### src/rtl/axis_reg_stage.sv
// axis_reg_stage: AXI4-Stream register stage, slice (SKID=0) or two-entry skid buffer (SKID=1).
// Latency: 1 cycle, full throughput in both modes; invalidate flushes all held beats.
// Backpressure: slice s_tready is combinational from m_tready; skid s_tready is registered.
// Optional sideband: define AXIS_REG_STAGE_TLAST_EN to add s_tlast/m_tlast carried with tdata.
//
// Ports: clk, rst (async active-high), s_tvalid/s_tready/s_tdata (upstream),
//        m_tvalid/m_tready/m_tdata (downstream), invalidate (flush stored beats),
//        s_tlast/m_tlast (only with AXIS_REG_STAGE_TLAST_EN).
module axis_reg_stage #(
  parameter int TDATA_WIDTH = 32,
  parameter int SKID        = 0
) (
  input  logic                   clk,
  input  logic                   rst,
  input  logic                   s_tvalid,
  output logic                   s_tready,
  input  logic [TDATA_WIDTH-1:0] s_tdata,
`ifdef AXIS_REG_STAGE_TLAST_EN
  input  logic                   s_tlast,
  output logic                   m_tlast,
`endif
  output logic                   m_tvalid,
  input  logic                   m_tready,
  output logic [TDATA_WIDTH-1:0] m_tdata,
  input  logic                   invalidate
);

  // Elaboration-time parameter sanity check.
  if (TDATA_WIDTH < 1 || (SKID != 0 && SKID != 1)) begin : g_bad_param
    $fatal(1, "axis_reg_stage: TDATA_WIDTH must be >= 1 and SKID must be 0 or 1");
  end

  localparam bit USE_SKID = (SKID == 1);

  // Payload is tdata plus, optionally, tlast in the top bit.
`ifdef AXIS_REG_STAGE_TLAST_EN
  localparam int PW = TDATA_WIDTH + 1;
`else
  localparam int PW = TDATA_WIDTH;
`endif

  logic [PW-1:0] s_pay;
  logic          main_valid_q, main_valid_d;
  logic [PW-1:0] main_data_q,  main_data_d;
  logic          skid_valid_q, skid_valid_d;
  logic [PW-1:0] skid_data_q,  skid_data_d;
  logic          in_hs;
  logic          out_hs;

`ifdef AXIS_REG_STAGE_TLAST_EN
  assign s_pay   = {s_tlast, s_tdata};
  assign m_tlast = main_data_q[PW-1];
`else
  assign s_pay   = s_tdata;
`endif
  assign m_tdata = main_data_q[TDATA_WIDTH-1:0];

  // invalidate masks both sides so no beat moves during a flush cycle.
  always_comb begin
    if (USE_SKID) begin
      // Registered ready: depends only on skid occupancy (plus reset/flush).
      s_tready = !skid_valid_q && !rst && !invalidate;
    end else begin
      s_tready = (!main_valid_q || m_tready) && !invalidate;
    end
  end

  assign m_tvalid = main_valid_q && !invalidate;
  assign in_hs    = s_tvalid && s_tready;
  assign out_hs   = m_tvalid && m_tready;

  always_comb begin
    main_valid_d = main_valid_q;
    main_data_d  = main_data_q;
    skid_valid_d = skid_valid_q;
    skid_data_d  = skid_data_q;
    if (invalidate) begin
      // Flush clears only the valid flags; data registers keep their contents.
      main_valid_d = 1'b0;
      skid_valid_d = 1'b0;
    end else begin
      if (out_hs) begin
        if (skid_valid_q) begin
          main_data_d  = skid_data_q;
          skid_valid_d = 1'b0;
        end else begin
          main_valid_d = 1'b0;
        end
      end
      // An accepted beat implies skid is empty (s_tready=!skid_valid in skid
      // mode; skid never fills in slice mode because accepting into a full
      // main always coincides with a drain).
      if (in_hs) begin
        if (!main_valid_q || out_hs) begin
          main_data_d  = s_pay;
          main_valid_d = 1'b1;
        end else begin
          skid_data_d  = s_pay;
          skid_valid_d = 1'b1;
        end
      end
    end
  end

  always_ff @(posedge clk or posedge rst) begin
    if (rst) begin
      main_valid_q <= 1'b0;
      main_data_q  <= '0;
      skid_valid_q <= 1'b0;
      skid_data_q  <= '0;
    end else begin
      main_valid_q <= main_valid_d;
      main_data_q  <= main_data_d;
      skid_valid_q <= skid_valid_d;
      skid_data_q  <= skid_data_d;
    end
  end

endmodule

### config.mk
export PLATFORM = sky130hd
export DESIGN_NAME = axis_reg_stage
export DESIGN_NICKNAME = d
export VERILOG_FILES = /design/src/rtl/axis_reg_stage.sv
export SDC_FILE = /design/constraint.sdc
export NUM_CORES = 1
export LEC_CHECK = 0
export ABC_AREA = 1
export CORE_UTILIZATION = 45
export DETAILED_ROUTE_END_ITERATION = 8
export PLACE_DENSITY = 0.87
export SLEW_MARGIN = 20
export SYNTH_ARGS = -nofsm -noshare
export SYNTH_HDL_FRONTEND = slang
export SYNTH_SLANG_ARGS = --single-unit
### constraint.sdc
create_clock -name clk -period 2.08 [get_ports clk]
set_input_delay 0.312 -clock clk [delete_from_list [all_inputs] [get_ports clk]]
set_output_delay 0.312 -clock clk [all_outputs]
set_load 0.005 [all_outputs]
==> Yosys cells after proc, flatten, opt, wreduce, memory -nomap -nowiden <==
Index checks and enable logic that the tools add are counted.
Widths: inputs -> output; s select.
{ "op_classes": {"addsub": 0, "multipliers": 0, "div": 0, "n_lt_le_gt_ge": 0, "n_eq_ne": 0, "n_shift": 0, "n_mux": 13, "bitwise_logic": 2, "n_reduce_logical": 9} }
{ "op_table": {"columns": ["operator", "count"], "rows": [
  ["$mux 32", 4],
  ["$mux 1", 9],
  ["$logic_and 1x1->1", 4],
  ["$reduce_and 3->1", 1],
  ["$logic_not 1->1", 2],
  ["$logic_or 1x1->1", 2],
  ["$not 1->1", 2]
]} }
{ "word_totals": {"regBits": 66, "latchBits": 0, "ram_bits": 0, "rom_bits": 0, "in_bits": 37, "out_inout_bits": 34, "word_cells": 28, "memories": 0} }

==> Longest topological paths before layout <==
{ "depth": {"word_depth": 7, "mapped_depth": 9, "ltp_nobuf": 7} }

==> Worst setup path after synthesis <==
Ideal clock, no wire load.
{ "synth_path": {"kind": "register -> register", "from": "register main_valid_q", "to": "register main_data_q[15], in the netlist m_tdata[15]", "setup_ns": 0.116, "arrival_ns": 1.022, "t_required_ns": 1.964, "slack_ns": 0.942, "path_stages_with_launch": 9, "n_path_buf": 2, "synth_period_minus_slack_ns": 1.138, "path_cell_list": "dfrtp_1 > buf_4 > nand3_4 > inv_2 > buf_4 > nand2_1 > nand2_1 > nand2_1 > nand2_1"} }
{ "synth_via": {"elab_chain_len": 5, "word_cells_on_any_way": 10, "cone_classes": "mux: 3; reduce/logical: 7"} }
{ "synth_rtl": {"columns": ["item", "line_no", "rtl"], "rows": [
  ["from (decl)", "43", "logic main_valid_q, main_valid_d;"],
  ["from (signal assigned)", "112", "main_valid_q <= main_valid_d;"],
  ["$logic_and 1x1->1 or $logic_not 1->1 (tied branches)", "68, 64, 94", null],
  ["$logic_and 1x1->1 or $logic_or 1x1->1 (tied branches)", "70, 64", null],
  ["$mux 32, or another cell as far along", "82", "if (out_hs) begin"],
  ["$mux 32 or $logic_and 1x1->1 (tied branches)", "94, 69", null],
  ["$mux 32 (*)", "93", "if (in_hs) begin"],
  ["to (signal assigned)", "113", "main_data_q <= main_data_d;"],
  ["to (decl)", "44", "logic [PW-1:0] main_data_q, main_data_d;"]
]} }
Mark *: on every way between the ends. The rest lies on a longest branch, timed or not.
A chain may end at the register's enable or synchronous reset.

==> Worst setup path in the final report <==
{ "layout_path": {"from": "input m_tready", "to": "output s_tready"} }
{ "layout_via": {"elab_chain_len": 2} }
{ "layout_rtl": {"columns": ["item", "line_no", "rtl"], "rows": [
  ["from (decl)", "23", "input logic m_tready,"],
  ["$logic_or 1x1->1", "64", "s_tready = (!main_valid_q || m_tready) && !invalidate;"],
  ["$logic_and 1x1->1", "64", null],
  ["to (decl)", "16", "output logic s_tready,"]
]} }
No other way between the ends.

==> impl_metrics.ini <==
[logic_synthesis]
ys_ff_latch = 66
synth_area_sq_um = 3180
synth_largest_area_cell = dfrtp_1
synth_common_cells = nand2_1 (223), dfrtp_1 (66), nand3_1 (34)
synth_flop_cell = dfrtp_1
yosysWarnings = 0
netlist_top_cells_area = dfrtp_1 (52%), nand2_1 (26%), nand3_1 (5.4%), clkbuf_1 (3.8%), inv_1 (3.0%)
ys_types = 16
synth_edf_count = 0
synth_top_cell_area_share_pct = 51.9
async_reset_ff_share_pct = 100
synth.net_count = 465
synth_most_common_cell = nand2_1
postSynthCellCount = 428
yosysSeqAreaShare_pct = 51.9
postSynthAreaPerCell_sq_um = 7.43

[route]
drc = 0
vias = 2683
finalWirelength_um = 7110
first_pass_iters = 4
ant_nets = 0
drt-initial-drc-count = 129
routedWlPerCell_um = 12.5
vias_per_cell = 4.72

[placement]
dp_worst_setup_slack_ns = 0.164
placed_area_sq_um = 3850
dpl.hpwl_um = 4740
portBuffers = 70
gp_congestion = 0.795
placed_cells = 553

[worst_hold_path]
hp-class = input pin to async pin

[setup_path]
arrival_ns = 1.61
startpoint_type = input pin
endpoint_kind = primary output
critPathRequiredTime_ns = 1.77
worst-setup-path-type = input pin to primary output
crit_fanout = 2

[global_routing]
grt_use_total_pct = 21.4
grt_max_degree = 33
grt_pass1_vias = 2594
antenna_found_initial = 0
grt_first_pass_wirelength_um = 12200
grt-ovfl-total = 0

[sta]
finalHoldViolCount = 0
max_freq_mhz = 520
holdWs_ns = 0.306
clock_skew_ns = 0.00768
finalCritPeriodShare_pct = 92.4
finalCriticalPeriod_ns = 1.92
setup_ws_ns = 0.158
relSlewSlack_pct = 68.2
tns_ns = 0
rsz0062_at_grt = no
worst_pin_slew_ns = 0.477
slew_viol_final = 0
setup_viol = 0

[clocking]
cts_hold_buf = 0
max-clock-path-buffers = 2
clk_root_buffer_cell = clkbuf_8
path_clk_slew_ns = 0.08
clk_latency_ns = 0.34
cts.htree.levels = 3
cts.sinks = 66
cts_made_buffers = 9
post_cts_resized = 0
cts_tree = done
cts_setup_buffers = 0

[die]
start_util_pct = 46.8
die_width_um = 86.1
core_area_sq_um = 6790
die_area_sq_um = 7410
design.portCount = 71
die_y_um = 86.1
rows = 30

[power]
power_mw = 3.30
irDropWorstVdd_v = 0.000371
p_per_area_nw_per_um2 = 811
p_leak_nw = 2.25

[finish]
diodes = 0
final_cells = 569
stdcell_area_sq_um = 4070
drive_gt1_share_pct = 7.61
area_delta_synth_final_pct = 28.0
final_util_pct = 59.9
nNetsFinal = 505
n_fill_cell = 605

[outcome]
status = completed

[run]
cap_viol_max_count = 0
-- where the power goes --
part	switching, mW	total [mW]	internal (mW)
logic	0.287	0.646	0.359
clock network	0.480	1.18	0.704
registers	0.0835	1.47	1.39
total	0.850	3.30	2.45
-- sequential cells by signal, summed over array words and instances (netlist names) --
signal and flops:
m_tdata 32, main_valid_q 1, skid_data_q 32, skid_valid_q 1
-- final cells by class --
type	instances	area (sq um)	share of cell area, %
multi-input combinational	281	1160	28.4
inverter	29	113	2.77
tap	96	120	2.95
sequential	66	1650	40.6
timing repair buffer	81	808	19.9
clock inverter	5	77.6	1.91
clock buffer	11	141	3.47
-- metal layers --
metal	vias up	track usage (%)	routed length, um
li1	1334	-	-
met1	1252	27.4	3070
met2	83	34.1	3510
met3	14	4.04	357
met4	0	12.0	172
met5	-	0	0
-- worst max-delay path, cell delays in order --
cell	delay, ns
clkdlybuf4s50_1	0.52
inv_2	0.08
nand2_2	0.09
nand2_1	0.06
inv_1	0.06
clkdlybuf4s50_1	0.50
-- worst paths after layout --
kind | startpoint | end | slack, ns | cells past startpoint
min in group clk | skid_data_q[7]$_DFFE_PP0P_ | skid_data_q[7]$_DFFE_PP0P_ | 0.38 | 0
worst max-delay path | m_tready | s_tready | 0.16 | 6
worst min-delay path | rst | skid_data_q[24]$_DFFE_PP0P_ | 0.31 | 2
max in group asynchronous | rst | skid_data_q[30]$_DFFE_PP0P_ | 1.25 | 3
worst max register to register | main_valid_q$_DFF_PP0_ | m_tdata[0]$_DFFE_PP0N_ | 0.45 | 8
worst min register to register | skid_data_q[7]$_DFFE_PP0P_ | skid_data_q[7]$_DFFE_PP0P_ | 0.38 | 0
-- cells in the final DEF, fill, tap and decap left out, drive strengths merged --
master | netlist | layout
buf | 20 | 11
bufinv | 0 | 2
clkbuf | 32 | 11
clkdlybuf4s50 | 0 | 70
clkinv | 1 | 3
clkinvlp | 0 | 1
dfrtp | 66 | 66
inv | 28 | 28
nand2 | 224 | 224
nand3 | 36 | 36
nand4 | 1 | 1
nor2 | 19 | 19
o21ai | 1 | 1
-- logic make-up (layout without fill, tap and decap cells) --
logic type      count (synthesis)  in the layout  synth area share (%)
simple gates                  280            280                  35.9
buf+inv                        81            126                  11.6
flops                          66             66                  51.9
compound gates                  1              1                 0.512
(Power assumes the default switching activity.)
